`config.mk`:
```
export PLATFORM = sky130hd
export DESIGN_NAME = ad5302_ctrl
export DESIGN_NICKNAME = d
export VERILOG_FILES = /design/src/rtl/ad5302_ctrl.sv
export SDC_FILE = /design/constraint.sdc
export NUM_CORES = 1
export LEC_CHECK = 0
export CAP_MARGIN = 10
export CELL_PAD_IN_SITES_DETAIL_PLACEMENT = 1
export CELL_PAD_IN_SITES_GLOBAL_PLACEMENT = 2
export CORE_MARGIN = 8
export CORE_UTILIZATION = 39
export CTS_CLUSTER_SIZE = 24
export DETAILED_ROUTE_END_ITERATION = 8
export GPL_TIMING_DRIVEN = 0
export PLACE_DENSITY = 0.82
export SLEW_MARGIN = 5
export SYNTH_ARGS = -nofsm -noshare
export SYNTH_HDL_FRONTEND = slang
export SYNTH_SLANG_ARGS = --single-unit
export TNS_END_PERCENT = 10
```
`constraint.sdc`:
```
create_clock -name clk -period 7 [get_ports clk]
set_input_delay 1.4 -clock clk [delete_from_list [all_inputs] [get_ports clk]]
set_output_delay 1.4 -clock clk [all_outputs]
set_load 0.05 [all_outputs]
```
`src/rtl/ad5302_ctrl.sv`:
```
// AD5302 dual 8-bit DAC controller: decodes UART commands, serialises A-then-B frames, then one shared LDAC pulse.
// Optional build macro AD5302_AUTO_LDAC_EN: every completed frame requests an LDAC pulse.
module ad5302_ctrl #(
  parameter logic [15:0] ADDRESS     = 16'hDAC0,
  parameter int unsigned CLK_DIV     = 4,
  parameter int unsigned LDAC_CYCLES = 11,
  parameter int unsigned GAP_CYCLES  = 8
) (
  input  logic        clk,
  input  logic        rst_n,
  input  logic [31:0] uart_reg,
  input  logic        uart_ready,
  output logic        dac_sync_n,
  output logic        dac_sclk,
  output logic        dac_din,
  output logic        dac_ldac_n,
  output logic        busy
);

  localparam int unsigned MAX_AB  = (CLK_DIV > LDAC_CYCLES) ? CLK_DIV : LDAC_CYCLES;
  localparam int unsigned MAX_CYC = (MAX_AB > GAP_CYCLES) ? MAX_AB : GAP_CYCLES;
  localparam int unsigned CNT_W   = $clog2(MAX_CYC + 1);
  localparam int unsigned WORD_W  = 16;
  localparam int unsigned BIT_W   = 4;

  typedef enum logic [2:0] {
    S_IDLE,
    S_SYNC,
    S_SHIFT,
    S_GAP,
    S_LDAC,
    S_DONE
  } state_t;

  state_t                  state_q, state_d;
  logic [CNT_W-1:0]        cnt_q, cnt_d;
  logic [BIT_W-1:0]        bit_q, bit_d;
  logic                    phase_q, phase_d;
  logic [WORD_W-1:0]       shift_q, shift_d;
  logic [1:0][WORD_W-1:0]  pend_word_q, pend_word_d;
  logic [1:0]              pend_v_q, pend_v_d;
  logic                    ldac_req_q, ldac_req_d;
  logic                    sync_n_q, sync_n_d;
  logic                    sclk_q, sclk_d;
  logic                    din_q, din_d;
  logic                    ldac_n_q, ldac_n_d;
  logic                    busy_q, busy_d;

  logic                    accept_c;
  logic                    ch_c;
  logic                    sel_c;
  logic [WORD_W-1:0]       word_c;
  logic                    unused_bits_c;

  assign accept_c      = uart_ready && (uart_reg[31:16] == ADDRESS);
  assign ch_c          = uart_reg[15];
  assign word_c        = {uart_reg[15:4], 4'b0000};
  assign sel_c         = ~pend_v_q[0];
  assign unused_bits_c = ^uart_reg[2:0];

  // Next-state, pending-slot and registered-output computation
  always_comb begin
    state_d     = state_q;
    cnt_d       = cnt_q;
    bit_d       = bit_q;
    phase_d     = phase_q;
    shift_d     = shift_q;
    pend_word_d = pend_word_q;
    pend_v_d    = pend_v_q;
    ldac_req_d  = ldac_req_q;

    unique case (state_q)
      S_IDLE: begin
        if (|pend_v_q) begin
          state_d         = S_SYNC;
          cnt_d           = CNT_W'(CLK_DIV - 1);
          shift_d         = pend_word_q[sel_c];
          pend_v_d[sel_c] = 1'b0;
        end else if (ldac_req_q) begin
          state_d    = S_LDAC;
          cnt_d      = CNT_W'(LDAC_CYCLES - 1);
          ldac_req_d = 1'b0;
        end
      end
      S_SYNC: begin
        if (cnt_q == '0) begin
          state_d = S_SHIFT;
          cnt_d   = CNT_W'(CLK_DIV - 1);
          bit_d   = BIT_W'(WORD_W - 1);
          phase_d = 1'b0;
        end else begin
          cnt_d = cnt_q - CNT_W'(1);
        end
      end
      S_SHIFT: begin
        if (cnt_q != '0) begin
          cnt_d = cnt_q - CNT_W'(1);
        end else if (!phase_q) begin
          // Rising SCLK: present the next bit well ahead of the next falling edge
          phase_d = 1'b1;
          shift_d = {shift_q[WORD_W-2:0], 1'b0};
          cnt_d   = CNT_W'(CLK_DIV - 1);
        end else if (bit_q == '0) begin
          state_d = S_GAP;
          cnt_d   = CNT_W'(GAP_CYCLES - 1);
`ifdef AD5302_AUTO_LDAC_EN
          ldac_req_d = 1'b1;
`endif
        end else begin
          bit_d   = bit_q - BIT_W'(1);
          phase_d = 1'b0;
          cnt_d   = CNT_W'(CLK_DIV - 1);
        end
      end
      S_GAP: begin
        if (cnt_q == '0) state_d = S_IDLE;
        else             cnt_d   = cnt_q - CNT_W'(1);
      end
      S_LDAC: begin
        if (cnt_q == '0) state_d = S_DONE;
        else             cnt_d   = cnt_q - CNT_W'(1);
      end
      S_DONE: begin
        state_d = S_IDLE;
      end
      default: begin
        state_d = S_IDLE;
      end
    endcase

    // Accepted commands land last so a same-cycle write beats the slot clear
    if (accept_c) begin
      pend_word_d[ch_c] = word_c;
      pend_v_d[ch_c]    = 1'b1;
      if (uart_reg[3]) ldac_req_d = 1'b1;
    end

    sync_n_d = !((state_d == S_SYNC) || (state_d == S_SHIFT));
    sclk_d   = !((state_d == S_SHIFT) && !phase_d);
    din_d    = sync_n_d ? 1'b0 : shift_d[WORD_W-1];
    ldac_n_d = (state_d != S_LDAC);
    busy_d   = (state_d != S_IDLE) || (|pend_v_d) || ldac_req_d;
  end

  always_ff @(posedge clk or negedge rst_n) begin
    if (!rst_n) begin
      state_q     <= S_IDLE;
      cnt_q       <= '0;
      bit_q       <= '0;
      phase_q     <= 1'b0;
      shift_q     <= '0;
      pend_word_q <= '0;
      pend_v_q    <= '0;
      ldac_req_q  <= 1'b0;
      sync_n_q    <= 1'b1;
      sclk_q      <= 1'b1;
      din_q       <= 1'b0;
      ldac_n_q    <= 1'b1;
      busy_q      <= 1'b0;
    end else begin
      state_q     <= state_d;
      cnt_q       <= cnt_d;
      bit_q       <= bit_d;
      phase_q     <= phase_d;
      shift_q     <= shift_d;
      pend_word_q <= pend_word_d;
      pend_v_q    <= pend_v_d;
      ldac_req_q  <= ldac_req_d;
      sync_n_q    <= sync_n_d;
      sclk_q      <= sclk_d;
      din_q       <= din_d;
      ldac_n_q    <= ldac_n_d;
      busy_q      <= busy_d;
    end
  end

  assign dac_sync_n = sync_n_q;
  assign dac_sclk   = sclk_q;
  assign dac_din    = din_q;
  assign dac_ldac_n = ldac_n_q;
  assign busy       = busy_q;

endmodule

```
* Yosys cells after proc, flatten, opt, wreduce, memory -nomap -nowiden *
Index checks and enable logic that the tools add are counted.

operators by class
  add/subtract/negate cells = 2
  multipliers = 0
  divide/modulo/power cells = 0
  $lt $le $gt $ge = 4
  equal/unequal tests = 16
  shift operators = 0
  mux-type cells = 48
  bitwise gates (word level) = 4
  reductions and logical operators = 24

operator list
  cell                                                number
  two-way mux 16 bit                                  6
  two-way mux 4 bit                                   9
  bitwise mux 32 bit                                  1
  case mux 16 bit (2 select lines)                    1
  two-way mux 3 bit                                   10
  demux 16 bit (select 1 bit)                         1
  == test 16 bit, second input constant               1
  case mux 4 bit (4 select lines)                     1
  case mux 3 bit (5 select lines)                     1
  != test 2 bit, second input constant                7
  two-way mux 1 bit                                   11
  == test 3 x 2 -> 1 bit, second input constant       3
  zero test 4 bit                                     2
  case mux 4 bit (2 select lines)                     1
  nonzero test 4 bit                                  2
  subtractor 4 x 1 -> 4 bit, second input constant    2
  == test 3 x 1 -> 1 bit, second input constant       2
  two-way mux 2 bit                                   3
  != test 3 bit, second input constant                2
  OR reduction 2 bit                                  3
  AND reduction 5 bit                                 1
  logical AND 1 bit                                   4
  < comparator 1 x 2 -> 1 bit, second input constant  2
  AND reduction 4 bit                                 1
  other kinds (14)                                    21

storage, ports and cells
  flip-flop bits (word level) = 68
  bits in latches = 0
  memory bits (writable) = 0
  memory bits (read-only) = 0
  input bits = 35
  memories = 0

* Logic depth before layout (Yosys ltp) *
  word-level depth = 14
  mapped depth = 7
  mapped depth without buffers = 6

* Worst setup path after synthesis *
Ideal clock, no wire load.

  path type = input to register
  start = input uart_reg[17]
  end = register pend_word_q[23] (netlist name)
  library setup time = 125 ps
  arrival = 2618 ps
  data required time = 6875 ps
  slack = 4257 ps
  stages = 5
  buffers on the path = 1
  cells stage by stage = nor4_1 > and4b_1 > nand3_1 > clkbuf_1 > mux2_2

on the way
  cells in the longest elaborated chain, start to end = 2

ends and longest elaborated chain
  element               RTL line  RTL
  start, declared       11        input logic [31:0] uart_reg,
  == test 16 bit        55        assign accept_c = uart_ready && (uart_reg[31:16] == ADDRESS);
  logical AND 1 bit     55
  end signal, assigned  166       pend_word_q <= pend_word_d;
  end, declared         40        logic [1:0][WORD_W-1:0] pend_word_q, pend_word_d;

No other way between the ends.
A chain may end at the register's enable or synchronous reset.

* Worst setup path after layout *
  start = input uart_reg[17]
  end = register pend_word_q[28] (netlist name)

Same word-level chain as after synthesis.

==> metrics.md <==
| Metric | Value |
|---|---|
| Net count, final | `345` |
| Drt first pass iters | `4` |
| CTS sink cnt | `59` |
| Leak | `1.59 nW` |
| Slew HR | `25.0%` |
| Routability Congestion | `0.768` |
| Synthesized flop and latch total | `59` |
| Die area | `10,500 um^2` |
| Status | `finished, final reports clean` |
| Initial drt markers | `76` |
| YS warnings | `0` |
| Max-cap viol count | `0` |
| Hold path start | `pend_word_q[31]$_DFFE_PN0P_` |
| CTS tree | `built` |
| Clock buffer count from CTS | `9` |
| Main synth FF type | `dfrtp_1` |
| Chip width | `102 um` |
| Ratio of cells with drive above 1 in the final layout | `17.6%` |
| Resize count post-CTS | `0` |
| Vias in the first global route | `2,439` |
| Hold Path Class | `flop to flop` |
| Detail Route Antenna Nets | `0` |
| Antenna diodes | `0` |
| Post-Syn Instances | `260` |
| Final HPWL from detailed placement | `5210 um` |
| Htree depth | `3` |
| Part of the Yosys area used for sequential elements | `50.8%` |
| Largest net degree at the start of global routing | `60` |
| Clock Path Buffers | `2` |
| PwrDens | `194 nW/um^2` |
| Synth cell types | `51` |
| Max-slew violations | `0` |
| I/O Buffers | `36` |
| Placeable Area | `7250 um^2` |
| Row cnt | `31` |
| Finished Core Util | `49.7%` |
| Unrepaired setup endpoints after global routing | `false` |
| Cell Area, Synth | `2910 um^2` |
| Yosys top cell by area | `dfrtp_1` |
| Worst slew pin tran | `1110 ps` |
| Routed via count | `2,205` |
| Required time of the critical path | `7210 ps` |
| Hold slack | `479 ps` |
| Max frequency | `313 MHz` |
| Final hold vios | `0` |
| Clock latency on the worst-skew pair | `330 ps` |
| Via/cell ratio | `5.36` |
| Critical path launch point | `uart_reg[17]` |
| Setup_tns | `0 ps` |
| Reg clk slew, reported paths | `60 ps` |
| Placed Instance Area | `3400 um^2` |
| First-pass GRT wire length | `12,600 um` |
| Die height | `102 um` |
| Final Cycle Share | `45.7%` |
| VDD IR max | `0.0999 mV` |
| Synth top cells by count | `dfrtp_1, mux2_2, nor2_1` |
| Clk_skew | `7.90 ps` |
| Starting Density | `40.2%` |
| Final min period | `3200 ps` |
| Drt wl/cell | `17.6 um` |
| Max FO, Critical Path | `10` |
| Setup bufs post-CTS | `0` |
| Initial antenna violation count | `0` |
| DRC viols | `0` |
| Fin area | `3610 um^2` |
| Gr usage total | `15.6%` |
| Total power | `0.701 mW` |
| Mapped Nets | `298` |
| Worst flop-to-flop path startpoint | `cnt_q[0]$_DFFE_PN0P_` |
| Post-CTS Hold Buffers | `0` |
| Worst Setup Path Type | `input pin to flop` |
| I/O pin total | `40` |
| Root Buffer | `clkbuf_8` |
| Arrival time worst endpoint | `3410 ps` |
| Largest cells by area after synthesis | `dfrtp_1, mux2_2, a221o_1` |
| Post-synth EDFFs | `0` |
| Final setup viols | `0` |
| Post-Syn Area per Cell | `11.2 um^2` |
| Setup crit end kind | `flop` |
| Top-count cell post-synth | `dfrtp_1` |
| Total grt overflow | `0` |
| Fillers | `782` |
| Async SR Flop Fraction | `100%` |
| Top cell type's share of synthesized area | `48.1%` |
| Routed WL | `7240 um` |
| Worst setup SP type | `input pin` |
| Area growth from synthesis to final layout | `23.8%` |
-- worst max-delay path, stage by stage --
cell and delay, ps:
clkdlybuf4s50_1 390, nor4_1 420, and4b_1 280, nand3_1 180, clkbuf_1 360, mux2_2 370
-- kinds of logic after synthesis --
family                   share of synthesized area (%)
multiplexers                                      13.4
adder cells (fa/ha/maj)                           1.29
buffers and inverters                             3.65
flip-flops                                        50.8
AO/OA/AOI/OAI                                     13.1
AND/OR/NAND/NOR                                   17.8
-- worst paths after layout --
| path | end | slack, ps | cells past startpoint |
|---|---|---|---|
| max in group asynchronous | pend_word_q[25]$_DFFE_PN0P_ | 5370 | 1 |
| worst min register to register | pend_word_q[31]$_DFFE_PN0P_ | 480 | 1 |
| worst max register to register | bit_q[2]$_DFFE_PN0P_ | 4400 | 6 |
| worst min-delay path | pend_word_q[31]$_DFFE_PN0P_ | 480 | 1 |
| min in group asynchronous | state_q[0]$_DFF_PN0_ | 1130 | 1 |
| worst max-delay path | pend_word_q[28]$_DFFE_PN0P_ | 3800 | 6 |
-- routing by layer --
metal	global-route usage (%)	part of all wire (%)	up-vias
li1	-	-	1056
met1	21.1	49	1098
met2	23.2	45	44
met3	4.16	4.0	7
met4	6.09	1.5	0
met5	0	0	-
-- final cells by class --
type | instances | area [um^2] | share of cell area, %
Inverter | 4 | 15.0 | 0.416
Clock inverter | 4 | 47.5 | 1.32
Sequential cell | 59 | 1480 | 41.0
Multi-Input combinational cell | 179 | 1330 | 36.8
Buffer | 18 | 91.3 | 2.53
Clock buffer | 12 | 165 | 4.58
Timing Repair Buffer | 36 | 358 | 9.92
Tap cell | 99 | 124 | 3.43
-- sequential cells by signal, indices dropped and copies added, names as in the netlist --
signal and flops:
dac_sclk 1, dac_sync_n 1, busy 1, pend_word_q 24, dac_ldac_n 1, bit_q 4, ldac_req_q 1, state_q 3
cnt_q 4, shift_q 15, pend_v_q 2, phase_q 1, dac_din 1
-- power breakdown --
group          switching (mW)  leakage [nW]  internal, mW
combinational          0.0108         0.708        0.0162
sequential          0.0000148         0.773         0.341
clock                   0.140         0.108         0.192
total                   0.151          1.59         0.550
-- metrics by stage --
stage	worst slack (ps)	instances
after floorplan	4260	260
after global placement	2620	395
after detailed placement	3460	395
after CTS	3810	411
after global routing	3600	411
final	3800	411
-- cells in the final DEF (no fill, tap or decap), drive strengths merged, types with 5 or more instances in the layout --
master / count
a221o: 13
a21oi: 9
mux2i: 12
nand2b: 5
clkdlybuf4s50: 35
nand3: 5
dfrtp: 56
mux2: 24
nor2b: 5
nor2: 20
nor3: 7
buf: 6
clkbuf: 25
o21ai: 9
nand2: 16
No activity file was read; power rests on OpenSTA's default activity.
